## config.mk

```make
export PLATFORM = sky130hd
export DESIGN_NAME = dvp_pattern_gen
export DESIGN_NICKNAME = d
export VERILOG_FILES = /design/src/rtl/dvp_pattern_gen.sv
export SDC_FILE = /design/constraint.sdc
export NUM_CORES = 1
export LEC_CHECK = 0
export ABC_CLOCK_PERIOD_IN_PS = 3250
export CORE_MARGIN = 5
export CORE_UTILIZATION = 54
export DETAILED_ROUTE_END_ITERATION = 8
export PLACE_DENSITY_LB_ADDON = 0.05
export RECOVER_POWER = 25
export SLEW_MARGIN = 20
export SYNTH_ARGS = -nofsm -noshare
export SYNTH_HDL_FRONTEND = slang
export SYNTH_SLANG_ARGS = --single-unit
```

## constraint.sdc

```tcl
create_clock -name i_clk -period 3.25 [get_ports i_clk]
set_input_delay 0.65 -clock i_clk [delete_from_list [all_inputs] [get_ports i_clk]]
set_output_delay 0.65 -clock i_clk [all_outputs]
set_load 0.005 [all_outputs]
```

## src/rtl/dvp_pattern_gen.sv

```systemverilog
// ----------------------------------------------------------------------------
// dvp_pattern_gen
// Stand-in for an OV5640-style camera on the DVP byte bus. It emits frames of
// RGB565 test patterns, two bytes per pixel with the high byte first, so the
// capture / Sobel / UDP chain can be brought up on known images.
//
// Parameters (all must be >= 1):
//   V_SYNC  - cycles o_cam_vsync is high per frame
//   V_BACK  - idle cycles between vsync fall and the first line
//   H_BLANK - idle cycles after every line, including the last
//   V_FRONT - idle cycles after the last line's blank
//
// Ports:
//   i_clk          single clock, rising edge
//   i_rst          asynchronous active-high reset
//   i_start        frame request, honoured only while idle
//   i_cont         high at frame end -> next frame follows immediately
//   i_cmos_h       pixels per line (0 blocks a start)
//   i_cmos_v       lines per frame (0 blocks a start)
//   i_pattern      00 line index, 01 gray ramp, 10 colour bars, 11 checker
//   o_cam_vsync    frame sync, active high
//   o_cam_href     line valid, active high
//   o_cam_data     pixel byte, zero outside lines
//   o_busy         high whenever a frame is in progress
//   o_frame_done   one-cycle pulse on the final front-porch cycle
// ----------------------------------------------------------------------------
module dvp_pattern_gen #(
   parameter int V_SYNC  = 4,
   parameter int V_BACK  = 8,
   parameter int H_BLANK = 30,
   parameter int V_FRONT = 8
) (
   input  logic        i_clk,
   input  logic        i_rst,
   input  logic        i_start,
   input  logic        i_cont,
   input  logic [15:0] i_cmos_h,
   input  logic [15:0] i_cmos_v,
   input  logic [1:0]  i_pattern,
   output logic        o_cam_vsync,
   output logic        o_cam_href,
   output logic [7:0]  o_cam_data,
   output logic        o_busy,
   output logic        o_frame_done
);

   typedef enum logic [2:0] {
      ST_IDLE, ST_VSYNC, ST_VBACK, ST_LINE, ST_HBLANK, ST_VFRONT
   } state_t;

   localparam logic [15:0] LP_VSYNC_LAST  = 16'(V_SYNC - 1);
   localparam logic [15:0] LP_VBACK_LAST  = 16'(V_BACK - 1);
   localparam logic [15:0] LP_HBLANK_LAST = 16'(H_BLANK - 1);
   localparam logic [15:0] LP_VFRONT_LAST = 16'(V_FRONT - 1);
   localparam logic [15:0] LP_VFRONT_PRE  = 16'(V_FRONT - 2);

   state_t      r_state;
   logic [15:0] r_phase;
   logic [15:0] r_x;
   logic        r_b;
   logic [15:0] r_y;
   logic [15:0] r_h;
   logic [15:0] r_v;
   logic [1:0]  r_pat;
   logic        r_vsync;
   logic        r_href;
   logic [7:0]  r_data;
   logic        r_busy;
   logic        r_frame_done;

   logic [15:0] w_next_x;
   logic [15:0] w_next_y;
   logic [15:0] w_pix_cur;
   logic [15:0] w_pix_next;
   logic [15:0] w_pix_row0;
   logic [15:0] w_pix_nrow;
   logic        w_dims_ok;

   // RGB565 value of pixel (x, y) for the given pattern.
   function automatic logic [15:0] f_pixel(input logic [1:0] pat,
                                           input logic [15:0] x,
                                           input logic [15:0] y);
      logic [7:0] g;
      logic [2:0] bar;
      g   = x[7:0];
      bar = x[6:4];
      case (pat)
         2'b00:   f_pixel = {y[7:0], y[7:0]};
         2'b01:   f_pixel = {g[7:3], g[7:2], g[7:3]};
         2'b10:   f_pixel = {{5{bar[2]}}, {6{bar[1]}}, {5{bar[0]}}};
         default: f_pixel = (x[3] ^ y[3]) ? 16'hFFFF : 16'h0000;
      endcase
   endfunction

   assign w_next_x   = r_x + 16'd1;
   assign w_next_y   = r_y + 16'd1;
   assign w_pix_cur  = f_pixel(r_pat, r_x, r_y);
   assign w_pix_next = f_pixel(r_pat, w_next_x, r_y);
   assign w_pix_row0 = f_pixel(r_pat, 16'd0, r_y);
   assign w_pix_nrow = f_pixel(r_pat, 16'd0, w_next_y);
   assign w_dims_ok  = (i_cmos_h != 16'd0) && (i_cmos_v != 16'd0);

   // Outputs are registered together with the state: every transition also
   // loads the output values that belong to the state being entered.
   always_ff @(posedge i_clk or posedge i_rst) begin
      if (i_rst) begin
         r_state      <= ST_IDLE;
         r_phase      <= 16'd0;
         r_x          <= 16'd0;
         r_b          <= 1'b0;
         r_y          <= 16'd0;
         r_h          <= 16'd0;
         r_v          <= 16'd0;
         r_pat        <= 2'b00;
         r_vsync      <= 1'b0;
         r_href       <= 1'b0;
         r_data       <= 8'd0;
         r_busy       <= 1'b0;
         r_frame_done <= 1'b0;
      end else begin
         r_frame_done <= 1'b0;
         case (r_state)
            ST_IDLE: begin
               if (i_start && w_dims_ok) begin
                  r_h     <= i_cmos_h;
                  r_v     <= i_cmos_v;
                  r_pat   <= i_pattern;
                  r_phase <= 16'd0;
                  r_vsync <= 1'b1;
                  r_busy  <= 1'b1;
                  r_state <= ST_VSYNC;
               end
            end
            ST_VSYNC: begin
               if (r_phase == LP_VSYNC_LAST) begin
                  r_phase <= 16'd0;
                  r_vsync <= 1'b0;
                  r_state <= ST_VBACK;
               end else begin
                  r_phase <= r_phase + 16'd1;
               end
            end
            ST_VBACK: begin
               if (r_phase == LP_VBACK_LAST) begin
                  r_x     <= 16'd0;
                  r_b     <= 1'b0;
                  r_href  <= 1'b1;
                  r_data  <= w_pix_row0[15:8];
                  r_state <= ST_LINE;
               end else begin
                  r_phase <= r_phase + 16'd1;
               end
            end
            ST_LINE: begin
               if (!r_b) begin
                  r_b    <= 1'b1;
                  r_data <= w_pix_cur[7:0];
               end else if (r_x == r_h - 16'd1) begin
                  r_b     <= 1'b0;
                  r_phase <= 16'd0;
                  r_href  <= 1'b0;
                  r_data  <= 8'd0;
                  r_state <= ST_HBLANK;
               end else begin
                  r_x    <= w_next_x;
                  r_b    <= 1'b0;
                  r_data <= w_pix_next[15:8];
               end
            end
            ST_HBLANK: begin
               if (r_phase != LP_HBLANK_LAST) begin
                  r_phase <= r_phase + 16'd1;
               end else if (r_y == r_v - 16'd1) begin
                  r_phase      <= 16'd0;
                  r_frame_done <= (V_FRONT == 1);
                  r_state      <= ST_VFRONT;
               end else begin
                  r_y     <= w_next_y;
                  r_x     <= 16'd0;
                  r_href  <= 1'b1;
                  r_data  <= w_pix_nrow[15:8];
                  r_state <= ST_LINE;
               end
            end
            ST_VFRONT: begin
               if (r_phase == LP_VFRONT_LAST) begin
                  r_phase <= 16'd0;
                  r_x     <= 16'd0;
                  r_y     <= 16'd0;
                  // A zero dimension on the re-latch ends the run cleanly.
                  if (i_cont && w_dims_ok) begin
                     r_h     <= i_cmos_h;
                     r_v     <= i_cmos_v;
                     r_pat   <= i_pattern;
                     r_vsync <= 1'b1;
                     r_state <= ST_VSYNC;
                  end else begin
                     r_busy  <= 1'b0;
                     r_state <= ST_IDLE;
                  end
               end else begin
                  r_phase      <= r_phase + 16'd1;
                  // Raise the pulse as we step into the last front-porch cycle.
                  r_frame_done <= (r_phase == LP_VFRONT_PRE);
               end
            end
            default: begin
               r_state <= ST_IDLE;
            end
         endcase
      end
   end

   assign o_cam_vsync  = r_vsync;
   assign o_cam_href   = r_href;
   assign o_cam_data   = r_data;
   assign o_busy       = r_busy;
   assign o_frame_done = r_frame_done;

endmodule

```

Word-level counts from Yosys, hierarchy flattened --
Index checks and enable logic that the tools add are counted.
Cells by class: equal/unequal tests 27, bitwise gates (word level) 2, reductions and logical operators 26, $lt $le $gt $ge 0, muxes and demuxes 73, shift operators 0, $mul 0, div/mod/pow operators 0, add/sub/neg operators 5
Operators by type and width (count):
- 16-bit 2-to-1 mux | 24
- 16-bit one-hot mux with 2 select lines | 5
- 16-bit one-hot mux with 3 select lines | 2
- 16-bit one-hot mux with 6 select lines | 1
- 16-bit by 1-bit adder with 16-bit output, second input constant | 3
- 8-bit 2-to-1 mux | 6
- 8-bit one-hot mux with 3 select lines | 2
- 16-bit == test | 2
- 16-bit by 3-bit == test with 1-bit output, second input constant | 2
- 16-bit nonzero test | 2
- 16-bit by 1-bit subtractor with 16-bit output, second input constant | 2
- 3-bit 2-to-1 mux | 8
- 2-bit != test, second input constant | 12
- 3-bit one-hot mux with 6 select lines | 1
- 6-bit AND reduction | 3
- 16-bit by 2-bit == test with 1-bit output, second input constant | 1
- 1-bit 2-to-1 mux | 16
- 16-bit by 5-bit != test with 1-bit output, second input constant | 1
- 4-bit AND reduction | 4
- 3-bit nonzero test | 3
- 7-bit AND reduction | 1
- 3-bit by 2-bit == test with 1-bit output, second input constant | 2
- 3-bit == test, second input constant | 2
- 2-bit 2-to-1 mux | 3
- other kinds (17) | 25
Storage, ports and cells: bits in read-only memories 0, latch bits 0, bits in registers 98, memories 0, RAM bits 0, bits of input ports 38

Depth between registers and ports, before layout --
Gate-level depths: netlist of the first run.
depth in word-level cells 7, gate-level depth with buffers 13, mapped depth without buffers 11

Worst setup path after synthesis of the first run --
Ideal clock, no wire load.
kind flip-flop to flip-flop, from register r_v[0], to register r_data[0], in the netlist o_cam_data[0], clock period less this slack 3.044 ns, path buffers 2, data arrival time 2.912 ns, stages on the path, launching flop included 13, required time 3.119 ns, setup slack 0.206 ns, path through dfrtp_1 inv_1 ha_1 or4b_1 nor4_1 nand4b_1 a2111oi_4 nor3_2 or2_1 buf_6 buf_8 nor2_1 a31oi_1
On the way: longest elaborated chain between the ends 4
Ends and longest elaborated chain:
- from (decl) | RTL line 63 | logic [15:0] r_v;
- from (signal assigned) | RTL line 126 | r_v <= i_cmos_v;
- from (signal assigned) | RTL line 193 | r_v <= i_cmos_v;
- 16-bit by 1-bit subtractor with 16-bit output | RTL line 173 | end else if (r_y == r_v - 16'd1) begin
- 16-bit == test | RTL line 173
- 2-bit != test (no line)
- 4-bit AND reduction (no line)
- to (signal assigned) | RTL line 157 | r_data <= w_pix_cur[7:0];
- to (signal assigned) | RTL line 167 | r_data <= w_pix_next[15:8];
- to (signal assigned) | RTL line 181 | r_data <= w_pix_nrow[15:8];
- to (decl) | RTL line 67 | logic [7:0] r_data;
Every way passes these cells. A chain may end at the register's enable or synchronous reset.

Final worst setup path of the first run --
from register r_v[8], to register r_x[14]
On the way: longest elaborated chain between the ends 4
Ends and longest elaborated chain:
- 16-bit by 1-bit subtractor with 16-bit output | RTL line 173
- 16-bit == test | RTL line 173
- 2-bit != test (no line)
- 6-bit AND reduction (no line)
- to (signal assigned) | RTL line 165 | r_x <= w_next_x;
- to (decl) | RTL line 59 | logic [15:0] r_x;
Every way passes these cells.

==> results of run 1 <==
[cell type report]
class | instances | area share [%]
multi-input cells | 630 | 50.3
flip-flops and latches | 98 | 29.5
repair buffers | 115 | 12.5
clock buffers | 10 | 2.87
well taps | 172 | 2.59
clock inverters | 6 | 1.34
inverters | 22 | 1.01
[report_power, final]
group / internal (uW) / leakage [uW] / switching, uW
Clock: 775 / 0.000169 / 482
Sequential: 1620 / 0.00125 / 521
Combinational: 1740 / 0.00207 / 1940
[logic make-up (layout without fill, tap and decap cells)]
family / Yosys count / in the layout / share of synthesized area (%)
simple gates: 337 / 337 / 26.3
compound gates: 197 / 197 / 19.4
flops: 98 / 98 / 35.5
buf+inv: 75 / 153 / 4.75
xor+xnor: 48 / 48 / 6.09
mux: 41 / 41 / 6.60
fa+ha+maj: 7 / 7 / 1.27
[per-stage QoR]
| stage | hold WS [ps] | utilization, % |
|---|---|---|
| floorplan | 473 | - |
| global placement | 501 | 62.8 |
| global route | 550 | 66.2 |
| finish | 520 | 66.2 |
| detailed placement | 496 | 62.8 |
| CTS | 521 | 65.7 |
[cell usage in the layout (no fill, tap or decap), types with 6 or more instances in the layout]
cell type and n:
o22a_1 12, ha_1 6, mux2_2 36, nor2b_1 17
a21oi_1 41, xnor2_1 23, xor2_1 25, nand2b_1 11
clkdlybuf4s50_1 48, nand4_1 14, nor3_1 18, nand2_1 59
clkbuf_16 9, o21ai_0 45, nor2_1 67, o22ai_1 8
o211ai_1 7, nand3_1 43, a221oi_1 7, a31oi_1 26
nor4_1 17, dfrtp_1 98, inv_1 20, or2_2 6
and3_1 28, buf_4 60, or3_1 6, o21a_1 7
[state kept, by name, indices dropped and copies added (netlist names)]
register / flops
o_cam_vsync: 1
o_frame_done: 1
r_state: 3
r_x: 16
r_b: 1
o_cam_href: 1
o_cam_data: 8
r_v: 16
r_phase: 16
r_y: 16
r_pat: 2
o_busy: 1
r_h: 16
[cells in the mapped netlist (3+ instances only)]
| library cell | number | area, um2 |
|---|---|---|
| a211o_1 | 3 | 26.3 |
| a21o_1 | 3 | 22.5 |
| a21oi_1 | 41 | 205 |
| a221oi_1 | 7 | 61.3 |
| a22o_1 | 3 | 26.3 |
| a31oi_1 | 26 | 163 |
| and2_1 | 5 | 31.3 |
| and3_1 | 29 | 181 |
| buf_2 | 3 | 15.0 |
| buf_6 | 3 | 33.8 |
| clkbuf_1 | 42 | 158 |
| dfrtp_1 | 98 | 2450 |
| ha_1 | 7 | 87.6 |
| inv_1 | 21 | 78.8 |
| mux2_2 | 36 | 405 |
| mux2i_1 | 5 | 50.1 |
| nand2_1 | 59 | 221 |
| nand2b_1 | 11 | 68.8 |
| nand3_1 | 44 | 220 |
| nand3b_1 | 3 | 22.5 |
| nand4_1 | 14 | 87.6 |
| nand4b_1 | 3 | 26.3 |
| nor2_1 | 68 | 255 |
| nor2b_1 | 17 | 106 |
| nor3_1 | 18 | 90.1 |
| nor3b_1 | 5 | 37.5 |
| nor4_1 | 19 | 119 |
| nor4b_1 | 4 | 35.0 |
| o211ai_1 | 7 | 52.6 |
| o21a_1 | 7 | 52.6 |
| o21ai_0 | 45 | 225 |
| o221ai_1 | 4 | 35.0 |
| o22a_1 | 12 | 105 |
| o22ai_1 | 8 | 50.1 |
| o31ai_1 | 3 | 22.5 |
| or2_2 | 6 | 37.5 |
| or3_1 | 6 | 37.5 |
| xnor2_1 | 23 | 201 |
| xor2_1 | 25 | 219 |
[repair_timing]
| item | in CTS | in global routing |
|---|---|---|
| endpoints found under the setup margin | 8 | 38 |
| resized for setup | 4 | 11 |
| pin swaps | 2 | 5 |
| hold endpoints to repair | 0 | 0 |
| buffers inserted | 1 | 4 |
[worst max-delay path by stage]
stage	from	cells after the start	end	slack [ps]
after detailed placement	r_h[1]	12	r_x[14]	-50
after CTS	r_v[5]	11	r_x[14]	20
after global routing	r_v[8]	11	r_x[14]	-1
after floorplan	i_rst	1	o_busy	40
after global placement	r_v[0]	13	o_cam_data[1]	90
final	r_v[8]	11	r_x[14]	90
[routing by layer]
metal  track usage (%)  up-vias  wire (um)
met3              5.76       46       1150
met1              35.5     3167       8730
met5                 0        -          0
met2              41.7      243       8960
met4              9.55        0        566
li1                  -     3100          -
==> results.py, run 1 <==
metrics = {
    "yosys": {
        "synth_warnings": 0,
        "yosysSeqAreaShare_pct": 35.5,
        "synth_edf_count": 0,
        "syn_nets": 848,
        "syn-cell-area_um2": 6900,
        "syn-mean-instance-area_um2": 8.59,
        "synth_ff_type": "dfrtp_1",
        "ys_types": 88,
        "synth_cells": 803,
        "ys_ff_latch": 98,
        "synthArstFlopShare_pct": 100,
    },
    "drt": {
        "drt_wl_total_um": 19400,
        "viasPerCell": 6.23,
        "remaining_drc_errors": 0,
        "wire_per_inst_um": 18.4,
        "ant_nets": 0,
        "drt_iter0_drc": 570,
        "dr.pass1.iters": 6,
        "vias": 6556,
    },
    "timing": {
        "hold_violations": 0,
        "finalSetupTns_ps": 0,
        "fin_worst_skew_ps": 9.47,
        "drv_slew": 41,
        "period_share_pct": 97.3,
        "setup_violations": 0,
        "timing.final.ws_setup_ps": 87.1,
        "tightest_slew_ps": 1880,
        "fmax_mhz": 316,
        "fin_crit_ps": 3160,
        "max_slew_margin_pct": -25.7,
    },
    "placed_design": {
        "place_inst": 1032,
        "post-place-ws_ps": -47.7,
        "dp_hpwl_um": 14400,
        "gp_congestion": 0.900,
        "numPortBuffers": 49,
        "placed_area_um2": 7890,
    },
    "setup_path": {
        "arrival_ps": 3410,
        "r2r_setup_slack_ps": 90,
        "crit_family": "simple AND/OR/NAND/NOR gates",
        "max_stage_delay_ps": 580,
        "start_kind": "flip-flop",
        "path_cells": "or4_4, or4b_4, nor4bb_1, nor2_2, a2111oi_4, buf_4, o31ai_4, nand2_2, and3_4, buf_4, a211o_1",
        "cp_slowest_cell": "or4_4",
        "rr_endpoint": "r_x[14]",
        "end_kind": "flip-flop",
        "cp_common_cell": "buf_4",
        "crit_type": "reg2reg",
        "critPathRequiredTime_ps": 3490,
        "critPathMaxFanout": 7,
        "r2r-start": "r_v[8]",
        "reg2reg_depth": 11,
        "crit_buf_inv": 2,
    },
    "clock_network": {
        "cts_tree": "built",
        "clk_latency_ps": 350,
        "hold_buffers": 0,
        "root_buffer": "clkbuf_16",
        "clockBufferDepth": 2,
        "cts.sinks": 98,
        "htreeDepth": 3,
        "clk_pin_slew_ps": 70,
        "cts_buffers": 9,
    },
    "min_path": {
        "holdCritPathClass": "reg2reg",
        "min_to": "o_cam_href",
        "worstHoldStart": "o_cam_href",
        "holdPathStages": 1,
    },
    "die": {
        "chipHeight_um": 123,
        "start_util_pct": 54.9,
        "die_x_um": 123,
        "pin_count": 50,
        "num_rows": 41,
        "die_area_um2": 15100,
        "core_um2": 12600,
    },
    "power_and_ir_drop": {
        "powerDensity_nw_per_um2": 851,
        "vdd_drop_max_v": 0.000494,
        "totalPowerFinal_uw": 7080,
        "leakagePower_uw": 0.00349,
    },
    "global_routing": {
        "grt_max_degree": 41,
        "grtUsageTotal_pct": 26.3,
        "antenna_found_initial": 0,
        "first_global_vias": 6384,
        "grt_pass1_wl_um": 31700,
        "overflow": 0,
    },
    "outcome": {
        "status": "complete, but fails checks",
        "violations": "max-capacitance violations, max-slew violations",
    },
    "final_layout": {
        "area_growth_pct": 20.6,
        "stdcell_count": 1053,
        "drive_above_1_share_pct": 18.3,
        "multiInputGateArea_um2": 4180,
        "register_area_um2": 2450,
        "final_cell_area_um2": 8320,
        "fillers": 1046,
        "num_antenna_cells": 0,
        "final_nets": 921,
    },
    "run": {
        "drv_cap": 1,
    },
}
No activity file was read; power rests on OpenSTA's default activity.
==> inputs of run 2 (changes only) <==
--- a/config.mk
+++ b/config.mk
@@ -6,8 +6,10 @@
 export NUM_CORES = 1
 export LEC_CHECK = 0
 export ABC_CLOCK_PERIOD_IN_PS = 3250
+export CELL_PAD_IN_SITES_DETAIL_PLACEMENT = 1
+export CELL_PAD_IN_SITES_GLOBAL_PLACEMENT = 1
 export CORE_MARGIN = 5
-export CORE_UTILIZATION = 54
+export CORE_UTILIZATION = 41
 export DETAILED_ROUTE_END_ITERATION = 8
 export PLACE_DENSITY_LB_ADDON = 0.05
 export RECOVER_POWER = 25
==> run 2 against run 1 <==
The flow still finishes with violations (max-capacitance violations, max-slew violations). Final cell count is 3.5% higher. First-iteration DRC count is 51% lower. Register-to-register slack hardly changed. Via count is 1.3% lower. Critical path depth stayed put. Largest cell class unchanged. Largest power group unchanged. Highest routed layer unchanged.
==> results.py, run 2 (same netlist as run 1, synthesis figures left out) <==
metrics = {
    "setup_path": {
        "start_kind": "flip-flop",
        "critPathRequiredTime_ps": 3520,
        "cp_slowest_cell": "or4_4",
        "cp_common_cell": "buf_4",
        "end_kind": "flip-flop",
        "max_stage_delay_ps": 550,
        "critPathMaxFanout": 3,
        "arrival_ps": 3420,
        "path_cells": "or4_4, or4b_4, nor4bb_1, nor2_2, a2111oi_4, buf_4, o31ai_4, buf_4, nand3_2, or3_1, a21oi_1",
        "crit_type": "reg2reg",
    },
    "timing": {
        "drv_slew": 33,
        "rsz0062_at_grt": "yes",
        "fin_worst_skew_ps": 9.63,
        "finalSetupTns_ps": 0,
        "fmax_mhz": 317,
        "setup_violations": 0,
        "period_share_pct": 97.0,
        "fin_crit_ps": 3150,
        "tightest_slew_ps": 1550,
        "max_slew_margin_pct": -3.74,
        "hold_violations": 0,
    },
    "clock_network": {
        "htreeDepth": 3,
        "clk_latency_ps": 350,
        "root_buffer": "clkbuf_16",
        "cts_tree": "built",
        "clk_pin_slew_ps": 70,
        "hold_buffers": 0,
        "clockBufferDepth": 2,
        "cts_buffers": 9,
        "cts.sinks": 98,
    },
    "die": {
        "die_x_um": 140,
        "pin_count": 50,
        "chipHeight_um": 140,
        "die_area_um2": 19500,
        "start_util_pct": 41.8,
        "core_um2": 16500,
        "num_rows": 47,
    },
    "final_layout": {
        "final_common_cell": "dfrtp_1",
        "final_cell_mix": "98 x dfrtp_1, 66 x nor2_1, 59 x nand2_1, 51 x buf_4, 48 x clkdlybuf4s50_1",
        "area_growth_pct": 20.6,
        "postLayoutCoreUtil_pct": 50.3,
        "final_nets": 912,
        "drive_above_1_share_pct": 18.3,
        "num_antenna_cells": 0,
    },
    "power_and_ir_drop": {
        "p_int_uw": 4000,
        "pwr-share-seq_pct": 30.5,
        "pwr-share-clk_pct": 15.6,
        "p_sw_uw": 3050,
        "vdd_drop_max_v": 0.000341,
        "swShare_pct": 43.3,
        "powerDensity_nw_per_um2": 848,
        "combPwrFrac_pct": 53.9,
        "leakagePower_uw": 0.00343,
    },
    "placed_design": {
        "numPortBuffers": 49,
        "dp_hpwl_um": 16100,
        "gp_congestion": 0.866,
    },
    "global_routing": {
        "overflow": 0,
        "grt_max_degree": 67,
        "grt_pass1_wl_um": 36100,
        "grtUsageTotal_pct": 22.3,
        "antenna_found_initial": 0,
        "first_global_vias": 6755,
    },
    "drt": {
        "drt_wl_total_um": 21600,
        "dr.pass1.iters": 4,
        "viasPerCell": 5.94,
        "remaining_drc_errors": 0,
        "drt_iter0_drc": 280,
        "vias": 6470,
        "wire_per_inst_um": 19.9,
        "ant_nets": 0,
    },
    "outcome": {
        "status": "complete, but fails checks",
        "violations": "max-capacitance violations, max-slew violations",
    },
    "min_path": {
        "holdCritPathClass": "reg2reg",
    },
    "run": {
        "drv_cap": 1,
    },
}
## run 2: critical path, delay by kind of cell, from the launching register on
kind,cells,cell delay (ps)
simple gates,6,1880
flops,1,380
compound gates,3,480
buf+inv,2,340
## run 2: layout make-up
cell class | count | area (um2)
Clock buffer | 12 | 256
Timing Repair Buffer | 106 | 976
Multi-Input combinational cell | 630 | 4240
Fill cell | 1918 | 8210
Clock inverter | 2 | 37.5
Sequential cell | 98 | 2450
Tap cell | 220 | 275
Inverter | 22 | 83.8
## run 2: power groups by stage
stage	sequential, uW	clock, uW	combinational [uW]
floorplan	1970	0	2540
global placement	2120	0	3550
detailed placement	2140	0	3650
CTS	2130	1130	3700
global route	2230	1180	4160
finish	2150	1100	3800
## run 2: metal layers
layer | up-vias | share of wire, % | track usage [%]
met5 | - | 0 | 0
met4 | 0 | 1.4 | 4.95
met3 | 24 | 3.8 | 3.91
met2 | 120 | 46 | 34.8
met1 | 3254 | 49 | 32.4
li1 | 3072 | - | -
## run 2: final timing paths
check,start,end,slack (ps),depth (start not counted)
setup / recovery,r_v[8],r_y[9],100,11
hold / removal,o_cam_href,o_cam_href,520,1
setup reg to reg,r_v[8],r_y[9],100,11
hold reg to reg,o_cam_href,o_cam_href,520,1
max in group asynchronous,i_rst,o_cam_data[5],1180,3
min in group asynchronous,i_rst,r_v[11],1120,2
## run 2: repair_timing
action,in CTS,in global routing
pin swaps,3,9
setup buffers,1,3
gates resized for setup,5,23
endpoints found under the setup margin,20,52
## run 2: stage by stage
step / instance area, um2 / instances / total power [uW] / worst slack, ps / hold WS, ps
finish: 8320 / 1090 / 7050 / 97.6 / 518
global route: 8320 / 1090 / 7570 / -24.0 / 531
CTS: 8190 / 1087 / 6960 / 13.9 / 521
detailed placement: 7880 / 1072 / 5790 / -41.7 / 496
global placement: 7880 / 1072 / 5670 / -4.76 / 501
floorplan: 6900 / 803 / 4510 / 37.9 / 473
==> inputs of run 3 (changes only) <==
--- a/config.mk
+++ b/config.mk
@@ -12,7 +12,8 @@
 export CORE_UTILIZATION = 41
 export DETAILED_ROUTE_END_ITERATION = 8
 export PLACE_DENSITY_LB_ADDON = 0.05
-export RECOVER_POWER = 25
+export RECOVER_POWER = 50
+export SKIP_CTS_REPAIR_TIMING = 1
 export SLEW_MARGIN = 20
 export SYNTH_ARGS = -nofsm -noshare
 export SYNTH_HDL_FRONTEND = slang
==> run 3 against run 2 <==
The flow still finishes with violations (max-capacitance violations, max-slew violations). Register-to-register slack improved by 40 ps. Die area is the same. Sequential cell count unchanged. Utilization fell by 0.12 points. Clock skew is 0.87 ps lower. Sequential share of layout area is 0.071 points higher. Combinational power barely moved. Count of clock-buffer cells in the layout stayed put. Design area shrank 0.24%. Routed wire length hardly changed. Critical path type unchanged. Largest power group unchanged.
==> results.py, run 3 (same netlist as run 1, synthesis figures left out) <==
metrics = {
    "outcome": {
        "status": "complete, but fails checks",
        "violations": "max-capacitance violations, max-slew violations",
    },
    "placed_design": {
        "gp_congestion": 0.866,
        "numPortBuffers": 49,
        "placed_area_um2": 7880,
        "post-place-ws_ps": -41.7,
        "dp_hpwl_um": 16100,
    },
    "timing": {
        "max_slew_margin_pct": -5.10,
        "setup_violations": 0,
        "period_share_pct": 95.9,
        "rsz0062_at_grt": "yes",
        "fin_crit_ps": 3120,
        "fin_worst_skew_ps": 8.76,
        "fin_hold_ws_ps": 512,
        "fmax_mhz": 321,
        "hold_violations": 0,
        "tightest_slew_ps": 1570,
        "timing.final.ws_setup_ps": 134,
        "drv_slew": 33,
    },
    "drt": {
        "drt_iter0_drc": 288,
        "viasPerCell": 5.88,
        "remaining_drc_errors": 0,
        "vias": 6418,
        "drt_wl_total_um": 21600,
        "wire_per_inst_um": 19.8,
        "dr.pass1.iters": 4,
        "ant_nets": 0,
    },
    "power_and_ir_drop": {
        "swShare_pct": 43.2,
        "vdd_drop_max_v": 0.000340,
        "combPwrFrac_pct": 53.7,
        "leakagePower_uw": 0.00343,
        "pwr-share-seq_pct": 30.6,
        "p_sw_uw": 3040,
        "p_int_uw": 3990,
        "pwr-share-clk_pct": 15.7,
        "powerDensity_nw_per_um2": 846,
    },
    "clock_network": {
        "htreeDepth": 3,
        "clk_pin_slew_ps": 70,
        "cts_buffers": 9,
        "clockBufferDepth": 2,
        "clk_latency_ps": 350,
        "root_buffer": "clkbuf_16",
        "cts_tree": "built",
        "cts.sinks": 98,
    },
    "setup_path": {
        "start_kind": "flip-flop",
        "critPathRequiredTime_ps": 3480,
        "crit_type": "reg2reg",
        "end_kind": "flip-flop",
        "critPathMaxFanout": 6,
        "arrival_ps": 3350,
    },
    "global_routing": {
        "first_global_vias": 6735,
        "grtUsageTotal_pct": 22.3,
        "grt_pass1_wl_um": 36000,
        "grt_max_degree": 67,
        "overflow": 0,
        "antenna_found_initial": 0,
    },
    "die": {
        "chipHeight_um": 140,
        "die_x_um": 140,
        "pin_count": 50,
        "die_area_um2": 19500,
        "start_util_pct": 41.8,
        "num_rows": 47,
        "core_um2": 16500,
    },
    "final_layout": {
        "postLayoutCoreUtil_pct": 50.2,
        "num_antenna_cells": 0,
        "area_growth_pct": 20.3,
        "multiInputGateArea_um2": 4210,
        "drive_above_1_share_pct": 18.1,
        "fillers": 1917,
        "final_cell_area_um2": 8300,
        "register_area_um2": 2450,
        "final_cell_mix": "98 x dfrtp_1, 66 x nor2_1, 59 x nand2_1, 54 x buf_4, 45 x clkdlybuf4s50_1",
        "final_common_cell": "dfrtp_1",
        "final_nets": 914,
    },
    "run": {
        "drv_cap": 1,
    },
    "min_path": {
        "holdCritPathClass": "reg2reg",
    },
}
## run 3: metrics by stage
stage               total power [uW]  TNS [ps]  instances
global route                    7540     -45.3       1092
detailed placement              5790      -384       1072
CTS                             6940      -853       1086
global placement                5670     -38.0       1072
finish                          7030         0       1092
floorplan                       4510         0        803
## run 3: final timing paths
check                      startpoint       endpoint  slack (ps)  cells after the start
max in group asynchronous       i_rst  o_cam_data[5]        1150                      3
hold reg to reg            o_cam_href     o_cam_href         510                      1
setup / recovery               r_h[0]  o_cam_data[3]         130                     14
hold / removal             o_cam_href     o_cam_href         510                      1
min in group asynchronous       i_rst        r_v[11]        1130                      2
setup reg to reg               r_h[0]  o_cam_data[3]         130                     14
## run 3: critical path, cell delays in order, from the launching register on
cell and delay (ps):
dfrtp_1 380, inv_1 60, ha_2 220, nor4b_2 220
buf_4 160, nand2b_1 70, or3b_2 470, a31oi_1 190
o2111ai_1 170, and4bb_2 370, buf_6 140, buf_4 140
o31ai_1 90, a22oi_1 220, a21oi_1 100
## run 3: routing by layer
metal / share of wire (%) / GRT usage [%]
met5: 0 / 0
met3: 3.6 / 3.91
met1: 49 / 32.4
met2: 46 / 34.7
met4: 1.4 / 4.95
## run 3: power by group through the flow
stage	clock network [uW]	registers, uW	logic [uW]
finish	1100	2150	3780
global route	1180	2220	4130
CTS	1130	2130	3680
floorplan	0	1970	2540
detailed placement	0	2140	3650
global placement	0	2120	3550
## run 3: area by class of cell
| type | instances | share of cell area (%) |
|---|---|---|
| inverters | 22 | 1.01 |
| clock inverters | 2 | 0.452 |
| clock buffers | 12 | 3.09 |
| well taps | 220 | 3.32 |
| repair buffers | 108 | 11.9 |
| multi-input cells | 630 | 50.7 |
| flip-flops and latches | 98 | 29.5 |
==> variant: new RTL, flow settings as in run 2 <==
Reset style: synchronous (`i_rst`), changed in one clocked block. Comments in the files are not updated.
--- a/src/rtl/dvp_pattern_gen.sv
+++ b/src/rtl/dvp_pattern_gen.sv
@@ -103,5 +103,5 @@
    // Outputs are registered together with the state: every transition also
    // loads the output values that belong to the state being entered.
-   always_ff @(posedge i_clk or posedge i_rst) begin
+   always_ff @(posedge i_clk) begin
       if (i_rst) begin
          r_state      <= ST_IDLE;
Formal check against the unedited RTL: differs if i_rst is asserted again (counterexample within 4 cycles, from zero or initial values and one cycle with i_rst high); with i_rst held inactive, the same outputs for 10 cycles.
==> variant against run 2 <==
Area after synthesis shrank 5.6%. Via count up 4.4%. Global-route usage is 2.3 points higher. Sequential cell count did not move. Maximum frequency about the same. Register-to-register slack gained 0.07 ns. Total power down 20%. Hold slack got worse by 0.038 ns. Final area is 6.2% lower. Routed wire length rose by 3.5%. Count of clock-buffer cells in the layout decreased by 3. Die area fell by 5.2%. Worst setup slack got worse by 0.0030 ns. Critical endpoint is now r_h[0]$_SDFFE_PP0P_. Largest power group unchanged.
==> variant: results (changes against run 2) <==
outcome finished, final reports clean; gr usage total 24.6% (+2.3 points); Reg-to-Reg End r_phase[14]$_SDFFE_PP0P_; Worst Setup SP i_cmos_h[9]; Hold Startpoint o_busy$_SDFFE_PP0P_; Area contributors post-synth dfxtp_1 (30%), nor2_1 (6.5%), xnor2_1 (6.0%), mux2i_1 (5.7%), a21oi_1 (4.5%); sequential area share after synthesis 30.1% (-5.4 points); Post-Layout Cell Count 1,127 (+3.4%); final hold slack 0.481 ns (-0.0376 ns); Net Count, Synth 895 (+5.5%); number of global-route vias before repair 6,986 (+3.4%); Arrival @ worst endpoint 3.36 ns (-0.06 ns); Slowest-stage cell, CP clkdlybuf4s50_1; final WL 22,400 µm (+3.5%); cell count of the worst hold path 2 (+1); CP max stage delay 0.50 ns (-0.05 ns); Synth cell types 81 (-8.0%); crit path capture r_h[0]$_SDFFE_PP0P_; static leakage 2.94 nW (-14%); hold path endpoint o_busy$_SDFFE_PP0P_; FF-to-FF setup slack 0.17 ns (+0.07 ns); Min-Delay Path Class flop to flop; Tcrit/Tclk final 97.1% (about the same); DRT iter0 DRCs 443 (+58%); FF-to-FF Start r_v[0]$_SDFFE_PP0P_; ys async rst share 0% (-100 points); Post-DP Area 0.00748 mm² (-5.0%); share of cells above drive strength 1 10.4% (-7.8 points); worst reg2reg path depth 9 (-2); RD Place Congestion 0.879 (+1.5%); Avg Vias per Cell 5.99 (+0.98%); first-pass iteration count of the detailed router 5 (+1); Detailed Place HPWL 16,700 µm (+3.9%); Startpoint Class primary input; DP Worst Slack -0.252 ns (-0.210 ns); maximum number of pins on one net before global-route repair 78 (+16%); critical path fanouts, max 16 (+13); cell count after synthesis 850 (+5.9%); Tightest Pin Transition 0.899 ns (-0.649 ns); Final Skew 0.00915 ns (-0.000481 ns); top cells by count, synth nor2_1 (113), dfxtp_1 (98), a21oi_1 (58), nand2_1 (55), nand3_1 (46)
[variant: changes by cell type after synthesis, sizes merged, moves of 10 or more]
cell    delta
xnor2     +22
a311oi    +13
dfxtp     +98
nor2      +45
a31oi     -15
and3      -11
mux2i     +32
nor2b     -13
mux2      -35
o22a      -12
xor2      -10
dfrtp     -98
a21oi     +17
[variant: power breakdown]
part	switching [mW]	internal [mW]	leakage [nW]
clock network	0.510	0.676	0.152
registers	0.275	1.38	0.797
logic	1.53	1.24	2.00
[variant: cell families after synthesis]
family                   count (synthesis)  synth area share [%]
AO/OA/AOI/OAI                          207                  21.2
XOR/XNOR                                60                  8.07
adder cells (fa/ha/maj)                  7                  1.34
buffers and inverters                   79                  4.94
flip-flops                              98                  30.1
multiplexers                            38                  5.86
AND/OR/NAND/NOR                        361                  28.5
[variant: area by class of cell]
class                           instances  area [µm²]
Timing Repair Buffer                  102         927
Inverter                               23        86.3
Clock buffer                            9         225
Sequential cell                        98        1960
Multi-Input combinational cell        673        4250
Tap cell                              216         270
Fill cell                            1906        7910
Clock inverter                          6        90.1
[variant: timing repair]
item / 4_1_cts / 5_1_grt
endpoints found under the setup margin: 0 / 16
resized for setup: 0 / 2
buffers inserted: 0 / 1
[variant: layer usage]
| layer | share of wire [%] | wire, µm | track usage, % |
|---|---|---|---|
| met5 | 0 | 0 | 0 |
| met3 | 3.8 | 843 | 3.55 |
| met1 | 46 | 10400 | 32.7 |
| met2 | 49 | 11000 | 42.8 |
| met4 | 0.86 | 193 | 4.76 |
[variant: worst max-delay path, delay by kind of cell]
kind	cells	cell delay, ns
buffers and inverters	4	0.99
AND/OR/NAND/NOR	6	0.93
AO/OA/AOI/OAI	2	0.52
multiplexers	1	0.25
